### config.mk
export PLATFORM = sky130hd
export DESIGN_NAME = alu_arbiter
export DESIGN_NICKNAME = d
export VERILOG_FILES = /design/src/rtl/alu_arbiter.sv
export SDC_FILE = /design/constraint.sdc
export NUM_CORES = 1
export LEC_CHECK = 0
export CORE_MARGIN = 2
export CORE_UTILIZATION = 40
export DETAILED_ROUTE_END_ITERATION = 12
export HOLD_SLACK_MARGIN = 0.05
export PLACE_DENSITY = 0.83
export SYNTH_ARGS = -nofsm -noshare
export SYNTH_HDL_FRONTEND = slang
export SYNTH_SLANG_ARGS = --single-unit
### constraint.sdc
create_clock -name clk -period 3.85 [get_ports clk]
set_input_delay 0.77 -clock clk [delete_from_list [all_inputs] [get_ports clk]]
set_output_delay 0.77 -clock clk [all_outputs]
set_load 0.02 [all_outputs]
### src/rtl/alu_arbiter.sv
// ---------------------------------------------------------------------------
// alu_arbiter
//
// Two-master arbiter and sequencer for the shared 16-bit ALU. Each master
// hands over an operation (ctrl code plus two operands) on a valid/ready
// handshake. Grants alternate round-robin when both masters ask at once. The
// granted operation is latched into operand registers that drive the
// combinational ALU. One cycle later the ALU result and flags are captured
// into response registers. They are returned to the owning master on a
// second valid/ready handshake.
//
// Ports
//   clk, rst_n                  clock (rising edge) / async active-low reset
//   req{0,1}_valid/_ready       request handshake per master
//   req{0,1}_op/_a/_b           ALU ctrl code and operands per master
//   resp{0,1}_valid/_ready      response handshake per master
//   resp_data/_carry/_zero      shared result bus, qualified by respN_valid
//   resp_illegal                latched op was not a supported ctrl code
//   alu_a, alu_b, alu_ctrl      to the ALU, driven from operand registers
//   alu_out/_carry/_zero        from the ALU
//   busy                        high whenever the FSM is not in IDLE
// ---------------------------------------------------------------------------
module alu_arbiter #(
  parameter int DW = 16,
  parameter int CW = 6
) (
  input  logic          clk,
  input  logic          rst_n,
  // master 0 request
  input  logic          req0_valid,
  output logic          req0_ready,
  input  logic [CW-1:0] req0_op,
  input  logic [DW-1:0] req0_a,
  input  logic [DW-1:0] req0_b,
  // master 1 request
  input  logic          req1_valid,
  output logic          req1_ready,
  input  logic [CW-1:0] req1_op,
  input  logic [DW-1:0] req1_a,
  input  logic [DW-1:0] req1_b,
  // responses
  output logic          resp0_valid,
  input  logic          resp0_ready,
  output logic          resp1_valid,
  input  logic          resp1_ready,
  output logic [DW-1:0] resp_data,
  output logic          resp_carry,
  output logic          resp_zero,
  output logic          resp_illegal,
  // ALU side
  output logic [DW-1:0] alu_a,
  output logic [DW-1:0] alu_b,
  output logic [CW-1:0] alu_ctrl,
  input  logic [DW-1:0] alu_out,
  input  logic          alu_carry,
  input  logic          alu_zero,
  // status
  output logic          busy
);

  localparam logic [CW-1:0] OP_AND = CW'(6'b000000);
  localparam logic [CW-1:0] OP_OR  = CW'(6'b000001);
  localparam logic [CW-1:0] OP_ADD = CW'(6'b000010);
  localparam logic [CW-1:0] OP_SUB = CW'(6'b000110);
  localparam logic [CW-1:0] OP_MUL = CW'(6'b001111);

  typedef enum logic [1:0] {
    IDLE,
    EXEC,
    RESP
  } state_t;

  state_t        state;
  logic          rr_ptr;
  logic          owner;
  logic [CW-1:0] op_q;
  logic [DW-1:0] a_q;
  logic [DW-1:0] b_q;
  logic          grant0;
  logic          grant1;
  logic          op_legal;
  logic          resp_done;

  // Grant decision. Only IDLE may grant. rr_ptr breaks a tie between two
  // simultaneous requesters. Gating with rst_n keeps both readys low while
  // reset is held, even if a master is already asserting valid.
  always_comb begin
    grant0 = 1'b0;
    grant1 = 1'b0;
    if (rst_n && state == IDLE) begin
      if (req0_valid && req1_valid) begin
        grant0 = ~rr_ptr;
        grant1 = rr_ptr;
      end else begin
        grant0 = req0_valid;
        grant1 = req1_valid;
      end
    end
  end

  // Only the five codes the ALU implements count as legal. Anything else
  // returns the ALU-default result and raises resp_illegal.
  always_comb begin
    op_legal = 1'b0;
    case (op_q)
      OP_AND, OP_OR, OP_ADD, OP_SUB, OP_MUL: op_legal = 1'b1;
      default:                               op_legal = 1'b0;
    endcase
  end

  // The response completes when the owner's valid meets its ready. The
  // non-owner's valid is low, so its ready is ignored here.
  assign resp_done = (resp0_valid && resp0_ready) || (resp1_valid && resp1_ready);

  assign req0_ready = grant0;
  assign req1_ready = grant1;
  assign alu_a      = a_q;
  assign alu_b      = b_q;
  assign alu_ctrl   = op_q;
  assign busy       = (state != IDLE);

  // Sequencer: IDLE latches the granted request, EXEC captures the ALU
  // result one cycle after the operands settle, and RESP holds the result
  // until the owner takes it. rr_ptr moves only on completion, and always
  // moves away from the master just served.
  always_ff @(posedge clk or negedge rst_n) begin
    if (!rst_n) begin
      state        <= IDLE;
      rr_ptr       <= 1'b0;
      owner        <= 1'b0;
      op_q         <= '0;
      a_q          <= '0;
      b_q          <= '0;
      resp0_valid  <= 1'b0;
      resp1_valid  <= 1'b0;
      resp_data    <= '0;
      resp_carry   <= 1'b0;
      resp_zero    <= 1'b0;
      resp_illegal <= 1'b0;
    end else begin
      case (state)
        IDLE: begin
          if (grant0 || grant1) begin
            owner <= grant1;
            op_q  <= grant1 ? req1_op : req0_op;
            a_q   <= grant1 ? req1_a  : req0_a;
            b_q   <= grant1 ? req1_b  : req0_b;
            state <= EXEC;
          end
        end
        EXEC: begin
          if (op_legal) begin
            resp_data    <= alu_out;
            resp_carry   <= alu_carry;
            resp_zero    <= alu_zero;
            resp_illegal <= 1'b0;
          end else begin
            resp_data    <= '0;
            resp_carry   <= 1'b0;
            resp_zero    <= 1'b1;
            resp_illegal <= 1'b1;
          end
          resp0_valid <= ~owner;
          resp1_valid <= owner;
          state       <= RESP;
        end
        RESP: begin
          if (resp_done) begin
            resp0_valid <= 1'b0;
            resp1_valid <= 1'b0;
            rr_ptr      <= ~owner;
            state       <= IDLE;
          end
        end
        default: begin
          state <= IDLE;
        end
      endcase
    end
  end

endmodule

=== Yosys cells after proc, flatten, opt, wreduce, memory -nomap -nowiden ===
Cells that the tools add are included.

* Output and inout bits: 62
* Word-level logic and storage cells: 55
* Bits in registers: 63
* Bits of input ports: 100

* Reduce and logical (&&, ||, !) cells: 15
* Bitwise operators: 2
* Multiplexer cells: 18
* Eq/ne operators: 8

{| class="wikitable"
|+ Operators by type and width
! cell !! count
|-
| 16-bit two-way mux || 3
|-
| 1-bit two-way mux || 9
|-
| 2-bit AND reduction || 4
|-
| 6-bit by 1-bit == test with 1-bit output (second input constant) || 1
|-
| 6-bit by 2-bit == test with 1-bit output (second input constant) || 1
|-
| 6-bit by 3-bit == test with 1-bit output (second input constant) || 1
|-
| 6-bit by 4-bit == test with 1-bit output (second input constant) || 1
|-
| 6-bit logical NOT || 1
|-
| 6-bit two-way mux || 1
|-
| 2-bit one-hot mux with 3 select lines || 1
|-
| 5-bit OR reduction || 1
|-
| 1-bit logical AND || 4
|-
| 2-bit two-way mux || 2
|-
| 1-bit one-hot mux with 2 select lines || 2
|-
| 2-bit nonzero test || 2
|-
| 2-bit by 1-bit == test with 1-bit output (second input constant) || 1
|-
| 2-bit == test (second input constant) || 1
|-
| 2-bit logical NOT || 1
|-
| 1-bit logical OR || 2
|-
| 2-bit by 1-bit != test with 1-bit output (second input constant) || 1
|-
| 2-bit != test (second input constant) || 1
|-
| 1-bit NOT || 2
|}

=== Logic depth before layout (Yosys ltp) ===
* Depth in word-level cells: 6
* Mapped depth: 6
* Depth with buffers taken out: 4

=== Least setup slack after synthesis ===
OpenSTA, ideal clock, no wires.

* Path kind: in2out
* From: in rst_n
* To: out req1_ready
* Stages: 3
* Path slack: 1085 ps
* Arrival: 1995 ps
* Path through: or3b_2 clkbuf_1 nor3_1

* Cells in the longest elaborated chain, start to end: 2

{| class="wikitable"
|+ Ends and longest elaborated chain
! item !! RTL line !! source
|-
| from (decl) || 28 || <nowiki>input logic rst_n,</nowiki>
|-
| 1-bit logical AND || 90 || <nowiki>if (rst_n && state == IDLE) begin</nowiki>
|-
| 1-bit two-way mux || 90 ||
|-
| to (decl) || 37 || <nowiki>output logic req1_ready,</nowiki>
|}

No other way between the ends.

=== Final worst setup path ===
* From: in req1_valid
* To: out req0_ready

* Cells in the longest elaborated chain, start to end: 3

{| class="wikitable"
|+ Ends and longest elaborated chain
! item !! RTL line !! source
|-
| from (decl) || 36 || <nowiki>input logic req1_valid,</nowiki>
|-
| 1-bit logical AND || 91 || <nowiki>if (req0_valid && req1_valid) begin</nowiki>
|-
| 1-bit two-way mux || 91 ||
|-
| 1-bit two-way mux || 90 ||
|-
| to (decl) || 31 || <nowiki>output logic req0_ready,</nowiki>
|}

No other way between the ends.

==> run_summary.xml <==
<?xml version="1.0" encoding="UTF-8"?>
<metrics>
  <group name="sta">
    <metric name="report.final.hold_viol_count" unit="">0</metric>
    <metric name="tightest_slew" unit="ns">0.968</metric>
    <metric name="final-max-slew-violation-count" unit="">0</metric>
    <metric name="skew" unit="ns">0.00630</metric>
    <metric name="hold_ws" unit="ns">0.506</metric>
    <metric name="worst_slack" unit="ns">0.647</metric>
    <metric name="setup_tns" unit="ns">0</metric>
    <metric name="setup_viol_count_final" unit="">0</metric>
    <metric name="setup_repair_after_global_routing_missed_its_margin" unit="">false</metric>
    <metric name="final_critical_path_share_of_the_clock_period" unit="">0.832</metric>
    <metric name="slew_headroom" unit="">0.350</metric>
    <metric name="max_clock_freq" unit="GHz">0.312</metric>
    <metric name="timing.final.crit_period" unit="ns">3.20</metric>
  </group>
  <group name="floorplanning">
    <metric name="effective_utilization_at_floorplan" unit="">0.406</metric>
    <metric name="floorplan.die_area" unit="sq um">8430</metric>
    <metric name="dieWidth" unit="um">91.8</metric>
    <metric name="die_height" unit="um">91.8</metric>
    <metric name="core_area" unit="sq um">7610</metric>
    <metric name="core.rowCount" unit="">32</metric>
    <metric name="boundaryPins" unit="">162</metric>
  </group>
  <group name="global_route">
    <metric name="global_route_wire_length_before_repair" unit="mm">15.4</metric>
    <metric name="track_usage" unit="">0.227</metric>
    <metric name="grt_pass1_vias" unit="">3171</metric>
    <metric name="antenna_found_initial" unit="">0</metric>
    <metric name="grt_start_max_net_pins" unit="">78</metric>
    <metric name="aggregate_global_routing_overflow" unit="">0</metric>
  </group>
  <group name="drt">
    <metric name="viasPerCell" unit="">5.82</metric>
    <metric name="drt_first_iter_violations" unit="">181</metric>
    <metric name="wirelength" unit="mm">9.78</metric>
    <metric name="drt_drc_violations_left" unit="">0</metric>
    <metric name="detailroute.via_count" unit="">3254</metric>
    <metric name="drt_first_pass_iters" unit="">4</metric>
    <metric name="ant_nets" unit="">0</metric>
    <metric name="post_dr_wirelength_cell" unit="um">17.5</metric>
  </group>
  <group name="placement">
    <metric name="post-dp-hpwl" unit="mm">6.55</metric>
    <metric name="placement.io_buffers" unit="">161</metric>
    <metric name="place_congestion" unit="">0.758</metric>
    <metric name="worst_setup_slack_before_clock_tree_synthesis" unit="ns">0.662</metric>
  </group>
  <group name="synthesis">
    <metric name="postSynthRegisterBits" unit="">63</metric>
    <metric name="ys_seq_area_frac" unit="">0.511</metric>
    <metric name="cells_after_synthesis" unit="">310</metric>
    <metric name="cell_taking_the_most_area_after_synthesis" unit="">sky130_fd_sc_hd__dfrtp_1</metric>
    <metric name="post_synth.cell_area_avg" unit="sq um">9.95</metric>
    <metric name="main_synth_ff_type" unit="">sky130_fd_sc_hd__dfrtp_1</metric>
    <metric name="synth_top_area_frac" unit="">0.511</metric>
    <metric name="ys_warn_count" unit="">0</metric>
    <metric name="synth-edff-count" unit="">0</metric>
    <metric name="post_synth_main_area_contributors" unit="">sky130_fd_sc_hd__dfrtp_1 51%, sky130_fd_sc_hd__o31ai_1 9.5%, sky130_fd_sc_hd__a31oi_1 7.7%, sky130_fd_sc_hd__nand4_1 7.7%, sky130_fd_sc_hd__a21oi_1 6.5%</metric>
    <metric name="synth.lib_cells_used.distinct" unit="">31</metric>
    <metric name="async_reset_ff_frac" unit="">1.00</metric>
    <metric name="syn-cell-area" unit="sq um">3090</metric>
    <metric name="syn-num-nets" unit="">410</metric>
  </group>
  <group name="final_layout">
    <metric name="syn_to_final_growth" unit="%">61.2</metric>
    <metric name="post_route_cells_drive_above_1_share" unit="">0.0875</metric>
    <metric name="num_antenna_cells" unit="">0</metric>
    <metric name="num-nets-final" unit="">553</metric>
    <metric name="final_core_util" unit="">0.654</metric>
  </group>
  <group name="power">
    <metric name="cellLeakagePower" unit="uW">0.00191</metric>
    <metric name="pwr_density_cell" unit="nW/um^2">689</metric>
    <metric name="vdd.ir_drop.worst" unit="mV">0.373</metric>
  </group>
  <group name="worst_setup_path">
    <metric name="critical-path-top-delay-family" unit="">buffers and inverters</metric>
    <metric name="worst-path-buf-inv" unit="">3</metric>
    <metric name="cp_slowest_stage_delay" unit="ns">0.53</metric>
    <metric name="worst-setup-path-type" unit="">in -&gt; out</metric>
    <metric name="timing.critical_path.from" unit="">req1_valid</metric>
    <metric name="path_common_cell" unit="">sky130_fd_sc_hd__clkdlybuf4s50_1</metric>
    <metric name="timing.rr.end" unit="">resp_data[6]$_DFFE_PN0P_</metric>
    <metric name="worst_setup_path_start_kind" unit="">primary input</metric>
    <metric name="crit_end" unit="">req0_ready</metric>
    <metric name="worst_setup_path_end_kind" unit="">primary output</metric>
    <metric name="path_max_fanout" unit="">40</metric>
    <metric name="cp_slowest_cell" unit="">sky130_fd_sc_hd__clkdlybuf4s50_1</metric>
    <metric name="r2r_start" unit="">state[1]$_DFFE_PN0P_</metric>
    <metric name="regToRegSetupSlack" unit="ns">1.60</metric>
    <metric name="critical_path_depth" unit="">5</metric>
    <metric name="timing.critical_path.required" unit="ns">3.08</metric>
    <metric name="worst_r2r_path_depth" unit="">3</metric>
    <metric name="timing.critical_path.cells" unit="">clkdlybuf4s50_1 &gt; buf_4 &gt; nand2_1 &gt; and3_1 &gt; clkdlybuf4s50_1</metric>
    <metric name="crit_arrival" unit="ns">2.43</metric>
  </group>
  <group name="hold_path">
    <metric name="min-delay-path-class" unit="">reg -&gt; reg</metric>
  </group>
  <group name="cts">
    <metric name="cts_made_buffers" unit="">9</metric>
    <metric name="skew_pair_late_insertion_delay" unit="ns">0.33</metric>
    <metric name="cts_tree" unit="">yes</metric>
    <metric name="clock_tree.buffer_depth" unit="">2</metric>
    <metric name="cts_htree_levels" unit="">3</metric>
    <metric name="postCtsHoldBufs" unit="">0</metric>
    <metric name="cts_root_buffer" unit="">sky130_fd_sc_hd__clkbuf_8</metric>
    <metric name="cts.clk_slew.worst_paths" unit="ns">0.06</metric>
    <metric name="cts_setup_buffers" unit="">0</metric>
    <metric name="cts-resized-gates" unit="">0</metric>
    <metric name="cts.sinks" unit="">63</metric>
  </group>
  <group name="outcome">
    <metric name="run_status" unit="">complete, no violations</metric>
  </group>
  <group name="flow_run">
    <metric name="max_cap_viols" unit="">0</metric>
  </group>
</metrics>
[flip-flops by register name, summed over array words and instances (netlist names)]
signal,count
alu_a,16
alu_b,16
resp_data,16
alu_ctrl,6
state,2
owner,1
resp0_valid,1
resp1_valid,1
resp_carry,1
resp_illegal,1
resp_zero,1
rr_ptr,1
[cells by family after synthesis]
family,after synthesis,share of synthesized area
AO/OA/AOI/OAI,142,0.305
flip-flops,63,0.511
AND/OR/NAND/NOR,61,0.126
buffers and inverters,44,0.0580
[per-layer routing]
| layer | vias to the layer above | share of wire | global-route usage | wire (um) |
|---|---|---|---|---|
| li1 | 1517 | - | - | - |
| met3 | 16 | 0.084 | 0.0567 | 820 |
| met2 | 163 | 0.49 | 0.380 | 4820 |
| met4 | 0 | 0.014 | 0.0734 | 138 |
| met5 | - | 0 | 0 | 0 |
| met1 | 1558 | 0.41 | 0.289 | 4000 |
[power breakdown]
part | internal (uW) | switching [uW]
sequential | 928 | 190
clock | 413 | 242
combinational | 758 | 896
[synthesized netlist by cell type (2+ instances only)]
cell / count
sky130_fd_sc_hd__a31oi_1: 38
sky130_fd_sc_hd__nor2b_1: 3
sky130_fd_sc_hd__nand4_1: 38
sky130_fd_sc_hd__a22o_2: 8
sky130_fd_sc_hd__a21oi_1: 40
sky130_fd_sc_hd__o21ai_0: 3
sky130_fd_sc_hd__buf_1: 2
sky130_fd_sc_hd__clkbuf_1: 31
sky130_fd_sc_hd__buf_2: 5
sky130_fd_sc_hd__nor2_1: 4
sky130_fd_sc_hd__nand2b_1: 3
sky130_fd_sc_hd__dfrtp_1: 63
sky130_fd_sc_hd__o31ai_1: 39
sky130_fd_sc_hd__a22o_1: 9
sky130_fd_sc_hd__nand2_1: 4
sky130_fd_sc_hd__inv_1: 5
[how the worst min path moves through the flow]
stage	from	end	slack (ns)	cells after the start
after detailed placement	resp_data[0]$_DFFE_PN0P_	resp_data[0]$_DFFE_PN0P_	0.49	1
after global routing	resp_data[8]$_DFFE_PN0P_	resp_data[8]$_DFFE_PN0P_	0.52	1
final	resp_data[14]$_DFFE_PN0P_	resp_data[14]$_DFFE_PN0P_	0.51	1
after floorplan	rst_n	alu_a[0]$_DFFE_PN0P_	0.47	0
after CTS	resp_data[0]$_DFFE_PN0P_	resp_data[0]$_DFFE_PN0P_	0.51	1
after global placement	resp_illegal$_DFFE_PN0P_	resp_illegal$_DFFE_PN0P_	0.48	2
[placed cells by master, fill, tap and decap left out, drive strengths merged, types with 5 or more instances in the layout]
cell type and count:
a21oi 40, o31ai 39, a31oi 38, inv 5, clkdlybuf4s50 160, buf 11, a22o 17, dfrtp 63
nand4 38, clkbuf 12
[area by class of cell]
type	instances	area, sq um
Timing Repair Buffer	171	1680
Clock inverter	3	65.1
Multi-Input combinational cell	203	1340
Tap cell	102	128
Inverter	5	18.8
Clock buffer	12	165
Fill cell	626	2640
Sequential cell	63	1580
[stage by stage]
stage / instances / total power [uW] / cell area (sq um)
after floorplan: 310 / 1970 / 3090
after global placement: 544 / 2730 / 4740
final: 559 / 3430 / 4970
after global routing: 559 / 3620 / 4970
after detailed placement: 544 / 2780 / 4740
after CTS: 559 / 3440 / 4970
(Power assumes the default switching activity.)
